--- src/rtl/mc_control_fsm.sv ---
`default_nettype none
// ============================================================================
// Module   : mc_control_fsm
// Brief    : Multi-cycle main control unit. Steps each instruction through
//            IF/ID/EX/MEM/WB/PCINC and drives datapath enables, mux selects
//            and the 2-bit ALUOp. Stalls on mem_ready, latches HALT on ECALL.
// Revision : 1.0 - initial release
// ============================================================================
module mc_control_fsm (
  input  logic       clk,
  input  logic       reset,
  input  logic [6:0] opcode,
  input  logic       alu_bcond,
  input  logic       mem_ready,
  input  logic       halt_req,
  output logic       pc_write,
  output logic       pc_source,
  output logic       i_or_d,
  output logic       mem_read,
  output logic       mem_write,
  output logic       ir_write,
  output logic       mdr_write,
  output logic       reg_write,
  output logic [1:0] wb_sel,
  output logic       alu_src_a,
  output logic [1:0] alu_src_b,
  output logic [1:0] alu_op,
  output logic       is_halted,
  output logic [2:0] state
);

  localparam logic [2:0] S_IF    = 3'd0;
  localparam logic [2:0] S_ID    = 3'd1;
  localparam logic [2:0] S_EX    = 3'd2;
  localparam logic [2:0] S_MEM   = 3'd3;
  localparam logic [2:0] S_WB    = 3'd4;
  localparam logic [2:0] S_PCINC = 3'd5;
  localparam logic [2:0] S_HALT  = 3'd6;

  localparam logic [6:0] OP_R      = 7'b0110011;
  localparam logic [6:0] OP_I      = 7'b0010011;
  localparam logic [6:0] OP_LOAD   = 7'b0000011;
  localparam logic [6:0] OP_STORE  = 7'b0100011;
  localparam logic [6:0] OP_BRANCH = 7'b1100011;
  localparam logic [6:0] OP_JAL    = 7'b1101111;
  localparam logic [6:0] OP_JALR   = 7'b1100111;
  localparam logic [6:0] OP_ECALL  = 7'b1110011;

  logic [2:0] state_q;
  logic [2:0] state_d;

  // Ungated decode; write enables are masked by reset below.
  logic       w_pc_write;
  logic       w_ir_write;
  logic       w_mdr_write;
  logic       w_reg_write;
  logic       w_mem_write;

  // Next-state and control decode from current state and opcode.
  always_comb begin
    state_d     = state_q;
    w_pc_write  = 1'b0;
    pc_source   = 1'b0;
    i_or_d      = 1'b0;
    mem_read    = 1'b0;
    w_mem_write = 1'b0;
    w_ir_write  = 1'b0;
    w_mdr_write = 1'b0;
    w_reg_write = 1'b0;
    wb_sel      = 2'b00;
    alu_src_a   = 1'b0;
    alu_src_b   = 2'b00;
    alu_op      = 2'b00;
    is_halted   = 1'b0;

    case (state_q)
      S_IF: begin
        i_or_d   = 1'b0;
        mem_read = 1'b1;
        if (mem_ready) begin
          w_ir_write = 1'b1;
          state_d    = S_ID;
        end
      end

      S_ID: begin
        // Branch/JAL target PC+imm is captured into ALUOut here.
        alu_src_a = 1'b0;
        alu_src_b = 2'b10;
        alu_op    = 2'b00;
        if (opcode == OP_ECALL) begin
          state_d = halt_req ? S_HALT : S_PCINC;
        end else if (opcode == OP_JAL) begin
          state_d = S_WB;
        end else begin
          state_d = S_EX;
        end
      end

      S_EX: begin
        case (opcode)
          OP_R: begin
            alu_src_a = 1'b1;
            alu_src_b = 2'b00;
            alu_op    = 2'b10;
            state_d   = S_WB;
          end
          OP_I: begin
            alu_src_a = 1'b1;
            alu_src_b = 2'b10;
            alu_op    = 2'b10;
            state_d   = S_WB;
          end
          OP_LOAD, OP_STORE: begin
            alu_src_a = 1'b1;
            alu_src_b = 2'b10;
            alu_op    = 2'b00;
            state_d   = S_MEM;
          end
          OP_JALR: begin
            alu_src_a = 1'b1;
            alu_src_b = 2'b10;
            alu_op    = 2'b00;
            state_d   = S_WB;
          end
          OP_BRANCH: begin
            alu_src_a = 1'b1;
            alu_src_b = 2'b00;
            alu_op    = 2'b01;
            if (alu_bcond) begin
              // Taken branch retires here using the target held in ALUOut.
              w_pc_write = 1'b1;
              pc_source  = 1'b1;
              state_d    = S_IF;
            end else begin
              state_d = S_PCINC;
            end
          end
          default: begin
            // Unrecognised opcode behaves as a NOP.
            state_d = S_PCINC;
          end
        endcase
      end

      S_MEM: begin
        i_or_d      = 1'b1;
        mem_read    = (opcode == OP_LOAD);
        w_mem_write = (opcode == OP_STORE);
        if (mem_ready) begin
          if (opcode == OP_LOAD) begin
            w_mdr_write = 1'b1;
            state_d     = S_WB;
          end else begin
            state_d = S_PCINC;
          end
        end
      end

      S_WB: begin
        // ALU produces PC+4 for both the link value and the sequential PC.
        w_reg_write = 1'b1;
        w_pc_write  = 1'b1;
        alu_src_a   = 1'b0;
        alu_src_b   = 2'b01;
        alu_op      = 2'b00;
        if (opcode == OP_LOAD) begin
          wb_sel = 2'b01;
        end else if ((opcode == OP_JAL) || (opcode == OP_JALR)) begin
          wb_sel    = 2'b10;
          pc_source = 1'b1;
        end
        state_d = S_IF;
      end

      S_PCINC: begin
        alu_src_a  = 1'b0;
        alu_src_b  = 2'b01;
        alu_op     = 2'b00;
        w_pc_write = 1'b1;
        pc_source  = 1'b0;
        state_d    = S_IF;
      end

      S_HALT: begin
        is_halted = 1'b1;
        state_d   = S_HALT;
      end

      default: begin
        // Unused encoding: recover by refetching.
        state_d = S_IF;
      end
    endcase
  end

  // State register with synchronous reset to IF.
  always_ff @(posedge clk) begin
    if (reset) begin
      state_q <= S_IF;
    end else begin
      state_q <= state_d;
    end
  end

  // No architectural write may fire while reset is held, whatever the state.
  assign pc_write  = w_pc_write  & ~reset;
  assign ir_write  = w_ir_write  & ~reset;
  assign mdr_write = w_mdr_write & ~reset;
  assign reg_write = w_reg_write & ~reset;
  assign mem_write = w_mem_write & ~reset;
  assign state     = state_q;

endmodule
`default_nettype wire

--- config.mk ---
export PLATFORM = sky130hd
export DESIGN_NAME = mc_control_fsm
export DESIGN_NICKNAME = d
export VERILOG_FILES = /design/src/rtl/mc_control_fsm.sv
export SDC_FILE = /design/constraint.sdc
export NUM_CORES = 1
export LEC_CHECK = 0
export CELL_PAD_IN_SITES_DETAIL_PLACEMENT = 0
export CELL_PAD_IN_SITES_GLOBAL_PLACEMENT = 1
export CORE_MARGIN = 2
export CORE_UTILIZATION = 26
export DETAILED_ROUTE_END_ITERATION = 8
export HOLD_SLACK_MARGIN = 0.03
export PLACE_DENSITY = 0.83
export SYNTH_ARGS = -nofsm -noshare
export SYNTH_HDL_FRONTEND = slang
export SYNTH_SLANG_ARGS = --single-unit
--- constraint.sdc ---
create_clock -name clk -period 3.3 [get_ports clk]
set_clock_uncertainty 0.15 [all_clocks]
set_input_delay 0.66 -clock clk [delete_from_list [all_inputs] [get_ports clk]]
set_output_delay 0.66 -clock clk [all_outputs]
set_load 0.02 [all_outputs]
Word-level counts from Yosys, hierarchy flattened
Index checks and enable logic that the tools add are counted.
{ "op_classes": {"n_eq_ne": 16, "mux": 34, "n_bitwise": 6, "reduce_logical": 9} }
{ "ops": {"columns": ["operator", "count"], "rows": [
  ["$eq 7x7->1 const B", 4],
  ["$mux 1", 16],
  ["$mux 3", 5],
  ["$pmux 3 s5", 1],
  ["$eq 7x6->1 const B", 2],
  ["$mux 2", 6],
  ["$eq 3x3->1 const B", 3],
  ["$pmux 3 s3", 1],
  ["$eq 7x2->1 const B", 1],
  ["$eq 7x5->1 const B", 1],
  ["$eq 3x2->1 const B", 2],
  ["$pmux 1 s2", 3],
  ["$pmux 2 s3", 1],
  ["$reduce_or 2->1", 3],
  ["$reduce_or 6->1", 1],
  ["$and 1x1->1", 5],
  ["$ne 2x2->1 const B", 2],
  ["$pmux 2 s2", 1],
  ["$reduce_or 4->1", 1],
  ["$eq 3x1->1 const B", 1],
  ["$logic_not 3->1", 1],
  ["$reduce_or 3->1", 1],
  ["$reduce_and 2->1", 1],
  ["$logic_or 1x1->1", 1],
  ["$not 1->1", 1]
]} }
{ "word_totals": {"register_bits": 3, "inputBits": 12, "out_inout_bits": 19, "wordCells": 66} }

Longest topological paths before layout
{ "logic_depth": {"ltp_word": 5, "mapped_depth": 5, "ltp_nobuf": 4} }

Worst setup path before layout
OpenSTA, ideal clock, no wires.
{ "synth_timing": {"path_type": "input-to-output", "from": "in opcode[6]", "to": "out pc_write", "t_arrival_ps": 2035, "required_time_ps": 2490, "path_slack_ps": 455, "cell_stages": 5, "n_path_buf": 1, "path_cell_list": "clkbuf_2 nand3b_1 nor4_2 nand2_1 a21oi_1"} }
{ "synth_between": {"elab_chain_len": 4} }
{ "synth_rtl": {"columns": ["element", "line_no", "text"], "rows": [
  ["start, declared", "12", "input logic [6:0] opcode,"],
  ["$eq 7x7->1", "101", "case (opcode)"],
  ["$mux 1", "101", null],
  ["$pmux 1 s2", "76", "case (state_q)"],
  ["$and 1x1->1", "207", "assign pc_write = w_pc_write & ~reset;"],
  ["end, declared", "16", "output logic pc_write,"]
]} }
Every way passes these cells.

Worst setup path in the final report
{ "layout_timing": {"from": "in opcode[1]", "to": "out alu_op[1]"} }
{ "layout_between": {"elab_chain_len": 4, "word_cells_on_any_way": 6, "classes_between": "eq/ne: 3; mux: 2; reduce/logical: 1"} }
{ "layout_rtl": {"columns": ["element", "line_no", "text"], "rows": [
  ["$eq 7x5->1 / $eq 7x6->1 (equally long branches)", "101", null],
  ["$reduce_or 2->1 (no source line)", null, null],
  ["$pmux 2 s2 (*)", "101", null],
  ["$mux 2 (*)", "76", null],
  ["end, declared", "27", "output logic [1:0] alu_op,"]
]} }
Mark *: on every way between the ends. The rest lies on a longest branch, timed or not.

==> summary.txt <==
Floorplanning
  – Core Box Area: 1940 µm²
  – Initial core utilization: 27.4%
  – Full die area: 2430 µm²
  – Chip height: 49.3 µm
  – Row count: 16
  – Die X: 49.3 µm
  – # IOs: 31

Timing
  – Final min period: 3.12 ns
  – Max transition margin: 75.7%
  – Final setup fails: 0
  – Final period util: 94.5%
  – Min Hold Slack: 0.464 ns
  – Unrepaired setup endpoints after global routing: false
  – Max Fclk: 321 MHz
  – Slew at the pin closest to its max-slew limit: 0.364 ns
  – Final Worst Setup Slack: 0.181 ns
  – Final hold vios: 0
  – Max Slew Vio Count: 0

Logic synthesis
  – Distinct cells, synth: 34
  – Synth Cell Area: 533 µm²
  – Ys flop type: dfxtp_1
  – Largest family of logic cells by synthesized area: simple AND/OR/NAND/NOR gates
  – Syn_area_per_cell: 6.66 µm²
  – Cell taking the most area after synthesis: dfxtp_1
  – Synth Area in Adders: 0%
  – Post-Synth XOR/XNOR Area: 0%
  – Synth Warn #: 0
  – Post-synthesis sequential area ratio: 11.3%
  – Synth top area cells: dfxtp_1, nor2_1, nand4bb_4
  – Syn nets: 92
  – Post-Synth Simple-Gate Area: 51.4%
  – Post-synth EDFFs: 0
  – Mux share of post-synthesis cell area: 0%
  – Synth Instances: 80
  – Top cell type's share of synthesized area: 11.3%
  – Compound-Gate Fraction of Synth Area: 25.6%
  – Seq cells post-synth: 3
  – Ys async rst share: 0%

Power and ir drop
  – VDD IR max: 0.334 mV
  – Pwr dens: 316 nW/µm²
  – Static Leak: 0.461 nW

GRT
  – Gr usage total: 14.8%
  – First-pass GRT wire length: 2860 µm
  – Initial antenna violation count: 0
  – Vias in the first global route: 682
  – Total grt overflow: 0
  – Largest net degree at the start of global routing: 12

Finish
  – Number of flip-flops under the largest register name: 3
  – Most frequent cells in the layout: clkdlybuf4s50_1, buf_4, nor2_1, dlygate4sd2_1, inv_1
  – Area of the multi-input gates: 410 µm²
  – Syn-to-layout area delta: 80.0%
  – Fillers: 203
  – Layout cells sized above 1: 18.9%
  – # diodes: 0
  – Most common cell after layout, fill and taps aside: clkdlybuf4s50_1
  – Sequential Area: 60.1 µm²
  – Final core utilization: 49.4%
  – Final Non-Filler Cells: 149
  – Nets: 135

Placed design
  – DP Wirelength: 1340 µm
  – Post-placement cell count: 144
  – GPL Wtd Cong: 0.869
  – IO buf count: 30
  – Setup Slack @ Placement: -0.113 ns

Job
  – Max-cap viol count: 0

Worst hold path
  – Hold Path Class: reg2reg
  – WHS Path Cells: 2

Route
  – WL per Instance: 11.3 µm
  – # DRC: 0
  – Initial DRC count: 17
  – TritonRoute pass-1 iters: 4
  – Post-DRT Antenna Nets: 0
  – Final WL: 1680 µm
  – Via Count: 751
  – DR vias/cell: 5.04

CTS
  – Worst-skew pair later-pin latency: 0.24 ns
  – Clock sink count: 3
  – CTS tree: yes
  – CTS root buffer: clkbuf_4
  – Inserted Clock Buffers: 3
  – Hold_buf cts: 0
  – Clock-pin slew on the worst setup and hold paths: 0.04 ns
  – Clk buf depth: 2
  – H-tree lvl count: 1

Setup path
  – Arrival time of the worst setup path: 2.31 ns
  – Worst-path fanout max: 3
  – WS Path Type: in2out
  – Cells on worst reg2reg path: 4
  – CP required: 2.49 ns
  – Startpoint Class: input port
  – Crit. End Element: output pin

Status
  – Status: finished, final reports clean
[metrics by stage]
step | setup TNS (ns) | cell area, µm² | total power, mW
floorplan | 0 | 533 | 0.163
global placement | -0.399 | 928 | 0.244
detailed placement | -0.478 | 928 | 0.245
CTS | 0 | 945 | 0.307
global route | 0 | 960 | 0.326
finish | 0 | 960 | 0.303
[timing repair]
item	4_1_cts	5_1_grt
gates resized for setup	8	3
setup buffers	0	1
setup endpoints to repair	8	3
gates cloned	0	0
[kinds of logic after synthesis]
logic type / count (synthesis)
AO/OA/AOI/OAI: 19
buffers and inverters: 13
flip-flops: 3
AND/OR/NAND/NOR: 45
[layer usage]
layer  global-route usage, %  vias to the layer above  routed length [µm]
met3                    3.99                        0                 112
met4                    1.43                        0                   0
met1                    18.9                      344                 791
met2                    25.5                       33                 779
li1                        -                      374                   -
met5                       0                        -                   0
[worst max-delay path: stages]
cell             delay [ns]
clkdlybuf4s50_1        0.52
nand2_1                0.09
or4_1                  0.46
nor4_1                 0.21
dlygate4sd2_1          0.37
[power by group]
part	internal, mW	switching [mW]	total [mW]	leakage (nW)
logic	0.0919	0.0909	0.183	0.421
clock network	0.0455	0.0212	0.0667	0.0150
registers	0.0436	0.0101	0.0537	0.0246
total	0.181	0.122	0.303	0.461
[cell usage after synthesis, types with 2 or more instances]
master	instances
nor2_1	11
inv_1	7
nand2_1	6
nor4_1	4
a21oi_1	3
and3_1	3
buf_2	3
dfxtp_1	3
nor2b_1	3
nor3_1	3
o21ai_0	3
a22oi_1	2
a2bb2oi_1	2
clkbuf_2	2
nand2b_1	2
nand3_1	2
or2_2	2
or3_1	2
or4_1	2
[path summary, 6_finish.rpt]
path	slack [ns]	start	endpoint
max	0.18	opcode[1]	alu_op[1]
min	0.46	state[1]$_SDFFE_PP0P_	state[2]$_SDFFE_PP0P_
max reg2reg	1.71	state[0]$_SDFFE_PP0P_	state[1]$_SDFFE_PP0P_
min reg2reg	0.46	state[1]$_SDFFE_PP0P_	state[2]$_SDFFE_PP0P_
[cell type report]
cell class / instances / area share (%)
Timing Repair Buffer: 44 / 42.0
Clock buffer: 4 / 2.74
Sequential cell: 3 / 6.26
Inverter: 7 / 2.74
Tap cell: 27 / 3.52
Multi-Input combinational cell: 64 / 42.8
Note: power is estimated with default switching activity, not from simulation.
